**config.mk**
```make
export PLATFORM = sky130hd
export DESIGN_NAME = fork_recv
export DESIGN_NICKNAME = d
export VERILOG_FILES = /design/src/rtl/fork_recv.sv
export SDC_FILE = /design/constraint.sdc
export NUM_CORES = 1
export LEC_CHECK = 0
export ABC_AREA = 1
export BUFFER_PORTS_ARGS = -buffer_cell sky130_fd_sc_hd__buf_2
export CORE_ASPECT_RATIO = 0.5
export CORE_MARGIN = 5
export CORE_UTILIZATION = 35
export CTS_BUF_LIST = sky130_fd_sc_hd__clkbuf_8
export CTS_CLUSTER_DIAMETER = 30
export CTS_CLUSTER_SIZE = 40
export DETAILED_ROUTE_END_ITERATION = 6
export PLACE_DENSITY = 0.56
export RECOVER_POWER = 25
export SLEW_MARGIN = 20
export SYNTH_ARGS = -nofsm -noshare
export SYNTH_HDL_FRONTEND = slang
export SYNTH_SLANG_ARGS = --single-unit
```
**constraint.sdc**
```tcl
create_clock -name s_axis_aclk -period 4.4 [get_ports s_axis_aclk]
set_input_delay 0.22 -clock s_axis_aclk [delete_from_list [all_inputs] [get_ports s_axis_aclk]]
set_output_delay 0.22 -clock s_axis_aclk [all_outputs]
set_load 0.02 [all_outputs]
```
**src/rtl/fork_recv.sv**
```systemverilog
// fork_recv: 4-phase request/acknowledge receiver packing 32-bit halves into 64-bit AXI-Stream beats.
// Optional macro FORK_RECV_TIMEOUT_EN adds a holding register that closes idle frames after TIMEOUT_CYCLES.
module fork_recv #(
  parameter int FIFO_DEPTH     = 4,
  parameter int SYNC_STAGES    = 2,
  parameter int TIMEOUT_CYCLES = 256
) (
  input  logic        s_axis_aclk,
  input  logic        s_axis_aresetn,
  input  logic [31:0] recv_len,
  input  logic        request,
  input  logic [31:0] din,
  output logic        acknowledge,
  input  logic        m_axis_tready,
  output logic [63:0] m_axis_tdata,
  output logic        m_axis_tlast,
  output logic        m_axis_tvalid,
  output logic [31:0] data_cnt,
  output logic [31:0] tlast_cnt,
  output logic        read_hsked,
  output logic        o_rx_done
);

  localparam int AW = $clog2(FIFO_DEPTH);

  typedef logic [AW-1:0] ptr_t;
  typedef logic [AW:0]   cnt_t;
  typedef enum logic [1:0] {IDLE, CAPTURE, WAIT_LOW} state_t;
  typedef struct packed {
    logic        last;
    logic [63:0] data;
  } beat_t;

  if (FIFO_DEPTH < 2 || (FIFO_DEPTH & (FIFO_DEPTH - 1)) != 0 ||
      SYNC_STAGES < 2 || TIMEOUT_CYCLES < 1) begin : g_param_check
    $error("fork_recv: illegal parameter value");
  end

  // request synchronizer
  logic [SYNC_STAGES-1:0] req_sync_q;
  logic                   req_s;

  // NOTE: sequential state uses non-blocking assignments so every flop samples pre-edge values.
  always_ff @(posedge s_axis_aclk or negedge s_axis_aresetn) begin
    if (!s_axis_aresetn) req_sync_q <= '0;
    else                 req_sync_q <= {req_sync_q[SYNC_STAGES-2:0], request};
  end
  assign req_s = req_sync_q[SYNC_STAGES-1];

  // FIFO status shared by the handshake FSM and the output side
  cnt_t count_q;
  ptr_t wr_ptr_q, rd_ptr_q;
  logic fifo_free, pop, push;
  beat_t push_beat, head;

  assign fifo_free = (count_q != cnt_t'(FIFO_DEPTH));

  // handshake FSM
  state_t state_q, state_d;
  logic   ack_d, capture;

  always_ff @(posedge s_axis_aclk or negedge s_axis_aresetn) begin
    if (!s_axis_aresetn) begin
      state_q     <= IDLE;
      acknowledge <= 1'b0;
    end else begin
      state_q     <= state_d;
      acknowledge <= ack_d;
    end
  end

  // NOTE: defaults first so every path assigns every output and no latch is inferred.
  always_comb begin
    state_d = state_q;
    ack_d   = acknowledge;
    unique case (state_q)
      IDLE:     if (req_s && fifo_free) state_d = CAPTURE;
      CAPTURE: begin
        state_d = WAIT_LOW;
        ack_d   = 1'b1;
      end
      WAIT_LOW: if (!req_s) begin
        state_d = IDLE;
        ack_d   = 1'b0;
      end
      default:  state_d = IDLE;
    endcase
  end

  assign capture = (state_q == CAPTURE);

  // word assembly and frame-length tracking
  logic        half_q, cap_lo, cap_hi, len_last, beat_clear;
  logic [31:0] lo_q, beat_cnt_q, len_q, eff_len;
  logic [63:0] word_new;

  assign cap_lo   = capture && !half_q;
  assign cap_hi   = capture &&  half_q;
  assign word_new = {din, lo_q};
  // the first beat of a frame decides with the live recv_len, later beats use the sampled one
  assign eff_len  = (beat_cnt_q == 32'd0) ? recv_len : len_q;
  assign len_last = (eff_len != 32'd0) && (beat_cnt_q == eff_len - 32'd1);

  always_ff @(posedge s_axis_aclk or negedge s_axis_aresetn) begin
    if (!s_axis_aresetn) begin
      half_q     <= 1'b0;
      lo_q       <= '0;
      beat_cnt_q <= '0;
      len_q      <= '0;
    end else begin
      if (capture) half_q <= ~half_q;
      if (cap_lo)  lo_q   <= din;
      if (cap_hi) begin
        if (beat_cnt_q == 32'd0) len_q <= recv_len;
        beat_cnt_q <= len_last ? 32'd0 : beat_cnt_q + 32'd1;
      end else if (beat_clear) begin
        beat_cnt_q <= 32'd0;
      end
    end
  end

`ifdef FORK_RECV_TIMEOUT_EN
  beat_t       hold_q;
  logic        hold_vld_q, tmo_hit, can_push;
  logic [31:0] tmo_q;

  assign tmo_hit    = hold_vld_q && !capture && (tmo_q == 32'(TIMEOUT_CYCLES - 1));
  assign can_push   = fifo_free || pop;
  // a new word arriving flushes the held one; a length tlast or the idle timer flushes it early
  assign push       = hold_vld_q && (cap_hi || hold_q.last || tmo_hit) && can_push;
  assign push_beat  = '{last: hold_q.last || tmo_hit, data: hold_q.data};
  assign beat_clear = push && tmo_hit && !hold_q.last;

  always_ff @(posedge s_axis_aclk or negedge s_axis_aresetn) begin
    if (!s_axis_aresetn) begin
      hold_q     <= '0;
      hold_vld_q <= 1'b0;
      tmo_q      <= '0;
    end else begin
      if (cap_hi) begin
        hold_q     <= '{last: len_last, data: word_new};
        hold_vld_q <= 1'b1;
      end else if (push) begin
        hold_vld_q <= 1'b0;
      end
      if (!hold_vld_q || capture) tmo_q <= '0;
      else if (!tmo_hit)          tmo_q <= tmo_q + 32'd1;
    end
  end
`else
  assign push       = cap_hi;
  assign push_beat  = '{last: len_last, data: word_new};
  assign beat_clear = 1'b0;
`endif

  // output FIFO
  beat_t mem [FIFO_DEPTH];

  // NOTE: storage is left unreset; outputs are gated by tvalid and occupancy lives in reset pointers.
  always_ff @(posedge s_axis_aclk) begin
    if (push) mem[wr_ptr_q] <= push_beat;
  end

  always_ff @(posedge s_axis_aclk or negedge s_axis_aresetn) begin
    if (!s_axis_aresetn) begin
      wr_ptr_q <= '0;
      rd_ptr_q <= '0;
      count_q  <= '0;
    end else begin
      if (push) wr_ptr_q <= wr_ptr_q + ptr_t'(1);
      if (pop)  rd_ptr_q <= rd_ptr_q + ptr_t'(1);
      case ({push, pop})
        2'b10:   count_q <= count_q + cnt_t'(1);
        2'b01:   count_q <= count_q - cnt_t'(1);
        default: ;
      endcase
    end
  end

  assign head          = mem[rd_ptr_q];
  assign m_axis_tvalid = (count_q != '0);
  assign m_axis_tdata  = m_axis_tvalid ? head.data : '0;
  assign m_axis_tlast  = m_axis_tvalid && head.last;
  assign read_hsked    = m_axis_tvalid && m_axis_tready;
  assign pop           = read_hsked;

  // accepted-beat statistics
  always_ff @(posedge s_axis_aclk or negedge s_axis_aresetn) begin
    if (!s_axis_aresetn) begin
      data_cnt  <= '0;
      tlast_cnt <= '0;
      o_rx_done <= 1'b0;
    end else begin
      if (read_hsked)                 data_cnt  <= data_cnt + 32'd1;
      if (read_hsked && m_axis_tlast) tlast_cnt <= tlast_cnt + 32'd1;
      o_rx_done <= read_hsked && m_axis_tlast;
    end
  end

endmodule

```
-- Word-level counts from Yosys, hierarchy flattened
Memory sizes are Yosys's and may differ from the RTL's.
Cells that the tools add are included.
W data, S select, Z words.
- add/sub/neg operators: 8
- equal/unequal tests: 8
- multiplexer cells: 11
- bitwise operators: 1
- reduce and logical (&&, ||, !) cells: 16
- operators by type and width (kind ; number):
    $add A32 B1 Y32 const B ; 3
    $mux W32 ; 2
    $mux W64 ; 1
    $eq A32 B32 Y1 ; 1
    $logic_not A32 Y1 ; 1
    $reduce_bool A32 Y1 ; 1
    $sub A32 B1 Y32 const B ; 1
    $logic_and A1 B1 Y1 ; 7
    $pmux W2 S3 ; 1
    $pmux W3 S2 ; 1
    $add A2 B1 Y2 const B ; 2
    $eq A2 B1 Y1 const B ; 2
    $eq A2 B2 Y1 const B ; 2
    $mux W2 ; 2
    $ne A2 B2 Y1 const B ; 2
    $reduce_and A2 Y1 ; 2
    $reduce_bool A2 Y1 ; 2
    $add A3 B1 Y3 const B ; 1
    $mux W1 ; 3
    $ne A3 B3 Y1 const B ; 1
    $reduce_bool A3 Y1 ; 1
    $sub A3 B1 Y3 const B ; 1
    $logic_not A2 Y1 ; 1
    $pmux W1 S2 ; 1
    2 further kinds ; 2
- flip-flop bits (word level): 174
- RAM bits: 260
- input port bits: 68
- output and inout port bits: 133
- logic and storage cells: 58
- memories: 1
- memory list (name ; words ; bits a word ; rd ports ; clocked after memory_dff ; wr ports ; line ; text):
    mem ; 4 ; 65 ; 1 ; 0 ; 1 ; 157 ; beat_t mem [FIFO_DEPTH];

-- Logic depth before layout (Yosys ltp)
Gate-level depths: netlist of run 1.
- word-level depth: 6
- gate-level depth with buffers: 28
- gate-level depth less buffers: 26

-- Worst setup path before layout of run 1
Ideal clock, no wire load.
- kind: reg-to-reg
- from: reg state_q[1]
- to: mem mem[0][0] (netlist name) (enable)
- library setup time: 0.489 ns
- arrival: 3.818 ns
- data required time: 3.911 ns
- slack: 0.094 ns
- cell stages (with the launch flop): 7
- buffers on the path: 1
- period minus slack after synthesis: 4.306 ns
- cell sequence: dfrtp_1 -> inv_1 -> nand2_1 -> nor2_1 -> clkinv_1 -> clkbuf_1 -> nor2_1
- longest elaborated chain between the ends: 4
- RTL lines (item ; line ; text):
    from (decl) ; 59 ; state_t state_q, state_d;
    from (signal assigned) ; 67 ; state_q <= state_d;
    $eq A2 B1 Y1 ; 90 ; assign capture = (state_q == CAPTURE);
    $logic_and A1 B1 Y1 ; 98 ; assign cap_hi = capture && half_q;
    $mux W1 ; 161 ; if (push) mem[wr_ptr_q] <= push_beat;
    $mux W1 (implied by the code) ; 161 ;
    to (decl) ; 157 ;
No other way between the ends.

-- Worst setup path in the final report of run 1
- from: reg beat_cnt_q[0]
- to: reg beat_cnt_q[5]
- longest elaborated chain between the ends: 6
- elaborated cells between the ends (all ways): 8
- classes of those cells: add/sub: 2; eq/ne: 1; mux: 2; reduce/logical: 3
- RTL lines (item ; line ; text):
    from (decl) ; 94 ; logic [31:0] lo_q, beat_cnt_q, len_q, eff_len;
    from (signal assigned) ; 115 ; beat_cnt_q <= len_last ? 32'd0 : beat_cnt_q + 32'd1;
    $logic_not A32 Y1 ; 101 ; assign eff_len = (beat_cnt_q == 32'd0) ? recv_len : len_q;
    $mux W32 ; - ;
    $sub A32 B1 Y32 ; 102 ; assign len_last = (eff_len != 32'd0) && (beat_cnt_q == eff_len - 32'd1);
    $eq A32 B32 Y1 ; 102 ;
    $logic_and A1 B1 Y1 ; 102 ;
    $mux W32 * ; 115 ;
Mark *: on every way between the ends. The rest lies on a longest branch, timed or not.
A chain may end at the register's enable or synchronous reset.

==> run_results.csv, run 1 <==
group,metric,value,unit
status,outcome,"finished, violations left",
status,violations,"capacitance limit, slew limit",
clock_tree,cts_sinks,434,
layout,layout_commonest_cell,"nand2_1",
run,max_cap_viol_count,1,
critical_path,reg2reg_depth,23,
critical_path,path_cells,"inv_1 > ha_1 > nand2_1 > nor2_2 > nand2_4 > nor2_8 > nand3_1 > nand2_1 > ha_1 > inv_1 > nor2_2 > nand2_1 > nor2_1 > nand3_1 > nand3_1 > nand2_1 > nor2_1 > nand3_1 > nor2_2 > nand3_2 > buf_4 > nand2_1 > inv_2",
power_and_ir_drop,seqPwrFrac,33.4,%
logic_synthesis,synthFlopType,"edfxtp_1",
grt,grt_pass1_wl,86800,um
floorplan,core-area,57400,um2
logic_synthesis,synthArstFlopShare,40.1,%
timing,timing.final.crit_share,93.7,%
logic_synthesis,synth.net_count,2214,
layout,final_cell_mix,"418 x nand2_1, 400 x nor2_1, 260 x edfxtp_1",
timing,max_slew_margin,-131,%
critical_path,path_depth,23,
critical_path,crit_buf_inv,4,
logic_synthesis,synth_top_cell_by_area,"edfxtp_1",
timing,hold_violations,0,
layout,fin_nets,2485,
timing,worstMarginPinSlew,3.46,ns
floorplan,die_w,351,um
routing,drc_errors,0,
placement,placed_cell_area,22200,um2
placement,dpl.cell_count,3052,
placement,finalWeightedCongestion,0.950,
timing,rsz0062_at_grt,"false",
routing,vias,15300,
clock_tree,cts_tree,"yes",
power_and_ir_drop,p_sw,6.90,mW
power_and_ir_drop,powerDensity,684,nW/um2
clock_tree,clock-root-buffer,"clkbuf_8",
clock_tree,cts_buffers,78,
critical_path,slowest_stage,"dfrtp_1",
hold_path,min-delay-path-class,"primary input to register",
logic_synthesis,synth_cell_type_count,41,
logic_synthesis,synth_area,20300,um2
grt,grt_pass1_vias,15200,
routing,detail-route-antenna-nets,0,
clock_tree,clk_pin_slew,0.06,ns
grt,grt.overflow.total,0,
floorplan,initial_core_util,35.3,%
placement,port_buffers,200,
power_and_ir_drop,comb_power_share,38.9,%
timing,fin_crit,4.12,ns
grt,grt_max_degree,113,
layout,fin_area,24500,um2
layout,utilization,42.7,%
critical_path,cpMostUsedCell,"nand2_1",
floorplan,die_area,63200,um2
power_and_ir_drop,pwr-share-clk,27.7,%
layout,syn2layout_area_growth,20.7,%
critical_path,critPathTopFamily,"simple AND/OR/NAND/NOR gates",
layout,drive_above_1_share,18.8,%
clock_tree,clock_path_buffers,3,
logic_synthesis,ys_seq_elements,434,
hold_path,whs_path_depth,5,
power_and_ir_drop,p_int,9.85,mW
timing,clock_skew,0.0467,ns
critical_path,max_stage_delay,0.42,ns
critical_path,critical_path_required,4.92,ns
grt,grt_usage,17.4,%
floorplan,fp.dieH,180,um
timing,finalSetupViolCount,0,
routing,avgViaCountPerCell,4.73,
routing,routedWlPerCell,17.1,um
floorplan,placementRows,62,
logic_synthesis,synth_area_leaders,"edfxtp_1 38%, dfrtp_1 21%, nand2_1 7.7%",
critical_path,end_kind,"register",
critical_path,critical_path_class,"register to register",
grt,antenna_found_initial,1,
power_and_ir_drop,irDropWorstVdd,0.000413,V
logic_synthesis,synth_edf_count,260,
timing,tns,0,ns
logic_synthesis,yosysWarnings,0,
critical_path,critPathLaunchType,"register",
timing,hold_ws,0.0627,ns
power_and_ir_drop,p_leak,10.7,nW
routing,totalWireLength,55500,um
layout,instances_no_fill,3239,
routing,drtPass1Iterations,5,
timing,fmaxAchievable,243,MHz
logic_synthesis,synth.avg_cell_area,9.51,um2
placement,dp_hpwl,35800,um
logic_synthesis,ys_seq_area_share,59.9,%
routing,initialDrtViolationCount,1066,
power_and_ir_drop,swShare,41.2,%
logic_synthesis,synth_top_area_share,38.5,%
floorplan,ios,201,
logic_synthesis,syn_inst,2134,
critical_path,path_max_fanout,30,
clock_tree,cts-htree-levels,3,
clock_tree,clk_latency,0.68,ns
timing,drv_slew,72,
critical_path,cp.arrival,4.64,ns
-- synth_stat cells, drive strengths merged, types with 11 or more instances --
cell type	count
dfrtp	174
xor2	79
nand2	434
inv	206
nand4	18
buf	32
ha	11
nor3	22
o21ai	180
xnor2	25
mux2	32
nor2	427
nand3b	25
edfxtp	260
nand3	68
a21oi	73
clkbuf	46
-- power by group through the flow --
stage	clock, mW	combinational, mW	sequential [mW]
final	4.64	6.51	5.59
after global routing	4.96	7.25	5.68
after CTS	4.74	6.50	5.59
after detailed placement	0	6.44	5.66
after global placement	0	6.43	5.65
after floorplan	0	4.36	5.58
-- through the flow --
step / worst slack [ns] / power, mW
floorplan: 0.0938 / 9.93
global route: 0.0541 / 17.9
finish: 0.278 / 16.7
detailed placement: 0.338 / 12.1
global placement: 0.283 / 12.1
CTS: 0.263 / 16.8
-- cells by family after synthesis --
group	count (synthesis)	share of synthesized area (%)
fa+ha+maj	12	0.777
xor+xnor	104	4.49
mux	32	1.78
compound gates	263	6.60
simple gates	1002	20.7
buf+inv	287	5.69
flops	434	59.9
-- layout make-up --
| cell class | count | area, um2 |
|---|---|---|
| fillers | 5623 | 32900 |
| flip-flops and latches | 434 | 12200 |
| multi-input cells | 1415 | 7040 |
| repair buffers | 267 | 1590 |
| clock buffers | 85 | 1170 |
| well taps | 768 | 961 |
| inverters | 209 | 786 |
| clock inverters | 60 | 772 |
| diodes | 1 | 2.50 |
-- per-layer routing --
| metal | global-route usage (%) | share of wire [%] | vias to the layer above |
|---|---|---|---|
| met5 | 0 | 0 | - |
| met4 | 5.79 | 3.0 | 0 |
| met3 | 2.95 | 4.0 | 107 |
| met2 | 30.1 | 49 | 313 |
| met1 | 22.2 | 44 | 7366 |
| li1 | - | - | 7521 |
-- what timing repair did --
| action | 4_1_cts | 5_1_grt |
|---|---|---|
| gates resized for setup | 0 | 4 |
| hold buffers | 35 | 0 |
| hold endpoints to repair | 234 | 0 |
| endpoints found under the setup margin | 0 | 30 |
| setup buffers | 0 | 4 |
-- registers in the layout, summed over array words and instances (netlist names) --
signal / cells
data_cnt: 32
o_rx_done: 1
req_sync_q: 2
mem: 260
lo_q: 32
acknowledge: 1
len_q: 32
tlast_cnt: 32
beat_cnt_q: 32
state_q: 2
half_q: 1
wr_ptr_q: 2
count_q: 3
rd_ptr_q: 2
-- final timing paths --
check	slack (ns)	to	startpoint
setup / recovery	0.28	beat_cnt_q[5]$_DFFE_PN0P_	beat_cnt_q[0]$_DFFE_PN0P_
hold / removal	0.06	len_q[8]$_DFFE_PN0P_	recv_len[8]
setup reg to reg	0.28	beat_cnt_q[5]$_DFFE_PN0P_	beat_cnt_q[0]$_DFFE_PN0P_
hold reg to reg	0.35	req_sync_q[1]$_DFF_PN0_	req_sync_q[0]$_DFF_PN0_
max in group asynchronous	0.97	data_cnt[6]$_DFFE_PN0P_	s_axis_aresetn
min in group asynchronous	1.41	len_q[13]$_DFFE_PN0P_	s_axis_aresetn
-- worst min-delay path: stages --
cell and delay, ns:
buf_2 0.09, inv_1 0.04, nand2_1 0.07, nand2_2 0.13, o21ai_0 0.09
Power figures use the tool's default switching activity.
==> inputs of run 2 (changes only) <==
PLACE_DENSITY = 0.54   (was 0.56)
clock period = 4.6 ns   (was 4.4 ns; I/O delays follow)
==> run 2 against run 1 <==
The flow now finishes without violations. Count of clock-buffer cells in the layout is 1 higher. Clock skew is 0.0038 ns lower. Die area stayed put. Non-clock buffer count is 13 lower. Hold slack better by 0.0077 ns. Setup slack better by 0.25 ns. Via count is 0.36% lower. Largest cell class unchanged. Largest power group unchanged.
==> run_results.csv, run 2 (synthesis results as in run 1) <==
group,metric,value,unit
critical_path,path_max_fanout,30,
layout,nFillCells,5581,
timing,fmaxAchievable,246,MHz
placement,dp_hpwl,34900,um
routing,routedWlPerCell,16.9,um
floorplan,die_w,351,um
timing,hold_violations,0,
floorplan,core-area,57400,um2
placement,port_buffers,200,
routing,avgViaCountPerCell,4.72,
status,outcome,"finished clean",
layout,top_register,"mem",
clock_tree,clock_path_buffers,3,
timing,worstMarginPinSlew,0.959,ns
floorplan,placementRows,62,
timing,drv_slew,0,
routing,initialDrtViolationCount,915,
timing,max_slew_margin,36.1,%
timing,tns,0,ns
layout,syn2layout_area_growth,20.1,%
clock_tree,cts_buffers,82,
power_and_ir_drop,p_leak,10.6,nW
timing,timing.final.crit_share,88.4,%
routing,detail-route-antenna-nets,0,
layout,instances_no_fill,3233,
floorplan,fp.dieH,180,um
placement,finalWeightedCongestion,0.961,
grt,grt_max_degree,117,
floorplan,initial_core_util,35.3,%
timing,clock_skew,0.0429,ns
critical_path,end_kind,"register",
timing,fin_crit,4.07,ns
critical_path,cp.arrival,4.58,ns
layout,final_cell_mix,"418 x nand2_1, 402 x nor2_1, 260 x edfxtp_1",
clock_tree,clk_latency,0.66,ns
layout,largest_register_ff_count,260,
clock_tree,cts_tree,"yes",
critical_path,critical_path_class,"register to register",
floorplan,die_area,63200,um2
critical_path,critPathLaunchType,"register",
hold_path,min-delay-path-class,"primary input to register",
clock_tree,clk_pin_slew,0.05,ns
power_and_ir_drop,irDropWorstVdd,0.000365,V
layout,fin_nets,2474,
run,max_cap_viol_count,0,
clock_tree,cts_sinks,434,
clock_tree,cts-htree-levels,3,
power_and_ir_drop,powerDensity,648,nW/um2
grt,grt.overflow.total,0,
floorplan,ios,201,
clock_tree,cts_setup_buffers,0,
timing,rsz0062_at_grt,"false",
routing,vias,15300,
critical_path,reg2reg_depth,23,
clock_tree,clock-root-buffer,"clkbuf_8",
grt,grt_pass1_vias,15000,
hold_path,whs_path_depth,5,
grt,antenna_found_initial,1,
grt,grt_usage,17.1,%
placement,dpl.cell_count,3043,
timing,finalSetupViolCount,0,
routing,drc_errors,0,
layout,layout_commonest_cell,"nand2_1",
layout,drive_above_1_share,18.6,%
critical_path,critical_path_required,5.11,ns
routing,drtPass1Iterations,5,
routing,totalWireLength,54600,um
grt,grt_pass1_wl,85800,um
run 2: final timing paths:
kind	slack, ns	startpoint	endpoint
worst min-delay path	0.07	recv_len[8]	len_q[8]$_DFFE_PN0P_
min in group asynchronous	0.16	s_axis_aresetn	len_q[9]$_DFFE_PN0P_
worst max-delay path	0.53	beat_cnt_q[0]$_DFFE_PN0P_	beat_cnt_q[15]$_DFFE_PN0P_
worst min register to register	0.35	req_sync_q[0]$_DFF_PN0_	req_sync_q[1]$_DFF_PN0_
worst max register to register	0.53	beat_cnt_q[0]$_DFFE_PN0P_	beat_cnt_q[15]$_DFFE_PN0P_
max in group asynchronous	3.41	s_axis_aresetn	rd_ptr_q[0]$_DFFE_PN0P_
run 2: area by class of cell:
| type | count | area, um2 | area share [%] |
|---|---|---|---|
| antenna | 1 | 2.50 | 0.0103 |
| clock buffer | 86 | 1180 | 4.86 |
| clock inverter | 68 | 726 | 2.98 |
| inverter | 209 | 787 | 3.23 |
| multi-input combinational | 1413 | 7010 | 28.7 |
| sequential | 434 | 12200 | 49.9 |
| tap | 768 | 961 | 3.94 |
| timing repair buffer | 254 | 1540 | 6.32 |
run 2: worst max-delay path, stage by stage (launching register included):
cell     delay (ns)
dfrtp_1        0.42
inv_1          0.12
ha_1           0.21
nand2_1        0.07
nor2_1         0.19
nand2_2        0.13
nor2_8         0.35
nand3_1        0.13
nand2_1        0.19
ha_1           0.24
inv_1          0.07
nor2_2         0.24
nand2_1        0.16
nor2_1         0.19
nand3_1        0.18
nand3_1        0.18
nand2_1        0.07
nor2_1         0.09
nand3_1        0.11
nor2_2         0.13
nand3_2        0.08
buf_4          0.24
nand2_1        0.11
inv_2          0.03
run 2: layer usage:
| metal | share of wire, % | track usage [%] | vias to the layer above | wire length (um) |
|---|---|---|---|---|
| li1 | - | - | 7493 | - |
| met1 | 44 | 22.5 | 7380 | 24200 |
| met2 | 49 | 29.2 | 290 | 26800 |
| met3 | 4.1 | 3.10 | 89 | 2250 |
| met4 | 2.4 | 5.12 | 0 | 1340 |
| met5 | 0 | 0 | - | 0 |
run 2: power breakdown:
group | internal (mW) | switching (mW) | total [mW]
Clock | 2.45 | 1.86 | 4.32
Sequential | 4.91 | 0.417 | 5.32
Combinational | 1.88 | 4.26 | 6.14
run 2: per-stage QoR:
| stage | worst slack (ns) | utilization (%) | hold WS [ns] | total power, mW | area [um2] |
|---|---|---|---|---|---|
| 3_5_place_dp | 0.578 | 38.6 | 0.316 | 11.6 | 22100 |
| 4_1_cts | 0.530 | 42.5 | 0.0331 | 16.0 | 24400 |
| 5_1_grt | 0.140 | 42.5 | 0.0739 | 16.9 | 24400 |
| 2_1_floorplan | 0.294 | - | -0.0656 | 9.50 | 20300 |
| 3_3_place_gp | 0.612 | 38.6 | 0.312 | 11.5 | 22100 |
| 6_report | 0.533 | 42.5 | 0.0704 | 15.8 | 24400 |
run 2: repair_timing:
action                                 4_1_cts  5_1_grt
gates resized for setup                      0        0
endpoints found under the hold margin      247        0
hold buffers                                35        0
==> inputs of run 3 (changes only) <==
ABC_AREA = not set   (was 1)
==> run 3 against run 2 <==
Clock power is 18% lower. Critical path type unchanged. Register-to-register slack worse by 0.15 ns. The run now ends with capacitance limit, slew limit left. Largest cell class unchanged. Critical endpoint is now beat_cnt_q[21]$_DFFE_PN0P_. Synthesized area decreased by 3.3%. Wire length shrank 14%. Sequential power is 3% higher. Final cell count shrank 23%.
==> run_results.csv, run 3 <==
group,metric,value,unit
floorplan,die_area,61200,um2
power_and_ir_drop,p_int,8.59,mW
grt,antenna_found_initial,0,
layout,drive_above_1_share,29.0,%
power_and_ir_drop,comb_power_share,32.2,%
timing,worstMarginPinSlew,3.66,ns
power_and_ir_drop,p_leak,9.21,nW
grt,gr-usage-met1,20.0,%
power_and_ir_drop,swShare,35.5,%
floorplan,placementRows,61,
logic_synthesis,syn_inst,1350,
timing,finalSetupViolCount,0,
clock_tree,cts_sinks,434,
routing,routedWlPerCell,19.0,um
power_and_ir_drop,irDropWorstVdd,0.000239,V
timing,fmaxAchievable,237,MHz
routing,vias,12400,
floorplan,core-area,55500,um2
logic_synthesis,synth_edf_count,260,
layout,instances_no_fill,2477,
critical_path,reg2reg_depth,16,
timing,timing.final.crit_share,91.7,%
logic_synthesis,synth_cell_type_count,73,
placement,dpl.cell_count,2284,
layout,largest_register_ff_count,260,
clock_tree,clk_pin_slew,0.05,ns
clock_tree,cts_buffers,70,
logic_synthesis,synth_top_area_share,39.8,%
layout,final_cell_mix,"260 x edfxtp_1, 172 x dfrtp_1, 167 x buf_2",
layout,top_register,"mem",
status,outcome,"finished, violations left",
floorplan,fp.dieH,177,um
run,max_cap_viol_count,1,
power_and_ir_drop,pwr-share-clk,26.7,%
logic_synthesis,synth_area,19600,um2
logic_synthesis,synth_compound_area_share,3.39,%
logic_synthesis,synth_top_family_by_area,"simple AND/OR/NAND/NOR gates",
grt,grt_pass1_vias,13000,
grt,grt_pass1_wl,74400,um
timing,drv_slew,71,
grt,grt_usage,15.5,%
logic_synthesis,synth.avg_cell_area,14.5,um2
routing,totalWireLength,47100,um
clock_tree,cts-htree-levels,3,
grt,grt_busiest_layer,"met2",
power_and_ir_drop,p_sw,4.73,mW
layout,fin_nets,1745,
critical_path,cp.arrival,4.68,ns
floorplan,ios,201,
grt,use_met2,26.2,%
routing,drc_errors,0,
logic_synthesis,synthArstFlopShare,40.1,%
clock_tree,clock-root-buffer,"clkbuf_8",
logic_synthesis,synth.area.mux_share,12.4,%
layout,n_antenna_cell,0,
logic_synthesis,synth_area_leaders,"edfxtp_1 40%, dfrtp_1 22%, mux4_2 7.5%",
status,violations,"capacitance limit, slew limit",
grt,grt.overflow.total,0,
critical_path,critPathLaunchType,"register",
logic_synthesis,synth_top_cell_by_area,"edfxtp_1",
placement,dp_hpwl,29900,um
logic_synthesis,synth.net_count,1430,
logic_synthesis,synth_simple_gate_area_share,13.3,%
timing,max_slew_margin,-144,%
hold_path,whs_path_depth,3,
layout,seq_area,12200,um2
critical_path,critical_path_required,5.06,ns
placement,finalWeightedCongestion,0.866,
logic_synthesis,synth_most_common_cell,"edfxtp_1",
hold_path,min-delay-path-class,"primary input to register",
logic_synthesis,ys_seq_elements,434,
layout,syn2layout_area_growth,21.1,%
critical_path,end_kind,"register",
grt,grt_max_degree,105,
timing,hold_ws,0.0637,ns
floorplan,die_w,345,um
layout,nFillCells,5174,
power_and_ir_drop,powerDensity,561,nW/um2
logic_synthesis,synth_adder_area_share,0.803,%
routing,detail-route-antenna-nets,0,
routing,drtPass1Iterations,4,
critical_path,critical_path_class,"register to register",
logic_synthesis,synth_common_cells,"260 x edfxtp_1, 174 x dfrtp_1, 96 x xnor2_1",
clock_tree,clk_latency,0.64,ns
critical_path,path_max_fanout,28,
timing,clock_skew,0.0568,ns
grt,use_met3,3.28,%
layout,multi_input_area,7200,um2
placement,port_buffers,200,
floorplan,initial_core_util,35.4,%
logic_synthesis,yosysWarnings,0,
layout,layout_commonest_cell,"edfxtp_1",
logic_synthesis,synth_xor_area_share,6.43,%
timing,hold_violations,0,
clock_tree,clock_path_buffers,3,
routing,initialDrtViolationCount,608,
routing,avgViaCountPerCell,5.00,
power_and_ir_drop,seqPwrFrac,41.0,%
logic_synthesis,synthFlopType,"edfxtp_1",
timing,fin_crit,4.22,ns
logic_synthesis,ys_seq_area_share,62.0,%
clock_tree,cts_tree,"yes",
## run 3: changes by cell type after synthesis, sizes merged, moves of 60 or more
cell	delta
and2	+67
nor2	-352
o21ai	-155
a21oi	-60
nand2	-366
mux4	+65
inv	-182
xnor2	+71
## run 3: final timing paths
check	start	endpoint	slack [ns]
worst min-delay path	recv_len[1]	len_q[1]$_DFFE_PN0P_	0.06
max in group asynchronous	s_axis_aresetn	beat_cnt_q[20]$_DFFE_PN0P_	0.99
min in group asynchronous	s_axis_aresetn	len_q[20]$_DFFE_PN0P_	1.51
worst max register to register	beat_cnt_q[1]$_DFFE_PN0P_	beat_cnt_q[21]$_DFFE_PN0P_	0.38
worst min register to register	req_sync_q[0]$_DFF_PN0_	req_sync_q[1]$_DFF_PN0_	0.35
worst max-delay path	beat_cnt_q[1]$_DFFE_PN0P_	beat_cnt_q[21]$_DFFE_PN0P_	0.38
## run 3: power by group through the flow
stage | clock network (mW) | logic, mW | registers (mW)
final | 3.56 | 4.30 | 5.47
after floorplan | 0 | 2.99 | 5.38
after global routing | 3.88 | 4.67 | 5.57
after CTS | 3.70 | 4.38 | 5.48
after detailed placement | 0 | 4.32 | 5.56
after global placement | 0 | 4.32 | 5.54
## run 3: timing repair
item / 4_1_cts / 5_1_grt
setup buffers: 0 / 1
hold buffers: 64 / 0
endpoints found under the setup margin: 0 / 34
hold endpoints to repair: 261 / 0
resized for setup: 0 / 10
## run 3: final cells by class
type                    instances  share of cell area (%)
clock inverters                52                    1.95
clock buffers                  76                    4.40
multi-input cells             842                    30.3
flip-flops and latches        434                    51.2
inverters                      24                   0.379
repair buffers                293                    7.77
well taps                     756                    3.98
## run 3: metal layers
layer / share of wire [%] / vias to the layer above
li1: - / 5749
met3: 4.1 / 91
met5: 0 / -
met4: 2.6 / 0
met2: 50 / 246
met1: 44 / 6300
## run 3: stage by stage
| stage | power [mW] | instance area, um2 | util, % | setup TNS (ns) | setup slack, ns |
|---|---|---|---|---|---|
| floorplan | 8.38 | 19600 | - | 0 | 0.102 |
| global placement | 9.86 | 21600 | 38.9 | 0 | 0.307 |
| detailed placement | 9.88 | 21600 | 38.9 | 0 | 0.136 |
| CTS | 13.6 | 23700 | 42.8 | 0 | 0.104 |
| global route | 14.1 | 23800 | 42.8 | -0.00221 | -0.00221 |
| finish | 13.3 | 23800 | 42.8 | 0 | 0.380 |
## run 3: kinds of logic (layout without fill, tap and decap cells)
| group | after synthesis | count (layout) |
|---|---|---|
| AND/OR/NAND/NOR | 438 | 438 |
| adder cells (fa/ha/maj) | 12 | 12 |
| flip-flops | 434 | 434 |
| XOR/XNOR | 144 | 144 |
| buffers and inverters | 74 | 445 |
| AO/OA/AOI/OAI | 94 | 94 |
| multiplexers | 154 | 154 |
## run 3: critical path, stage by stage, from the launching register on
cell and delay, ns:
dfrtp_1 0.41, inv_1 0.09, ha_1 0.15, nor4b_4 0.28, nand4_4 0.18, nor2_8 0.21
mux2i_2 0.30, ha_2 0.29, nand3_1 0.24, nor4_1 0.33, xor2_1 0.18, mux2i_1 0.12
xnor2_1 0.18, or3_1 0.42, nor4_4 0.31, buf_8 0.27, nor2_1 0.08
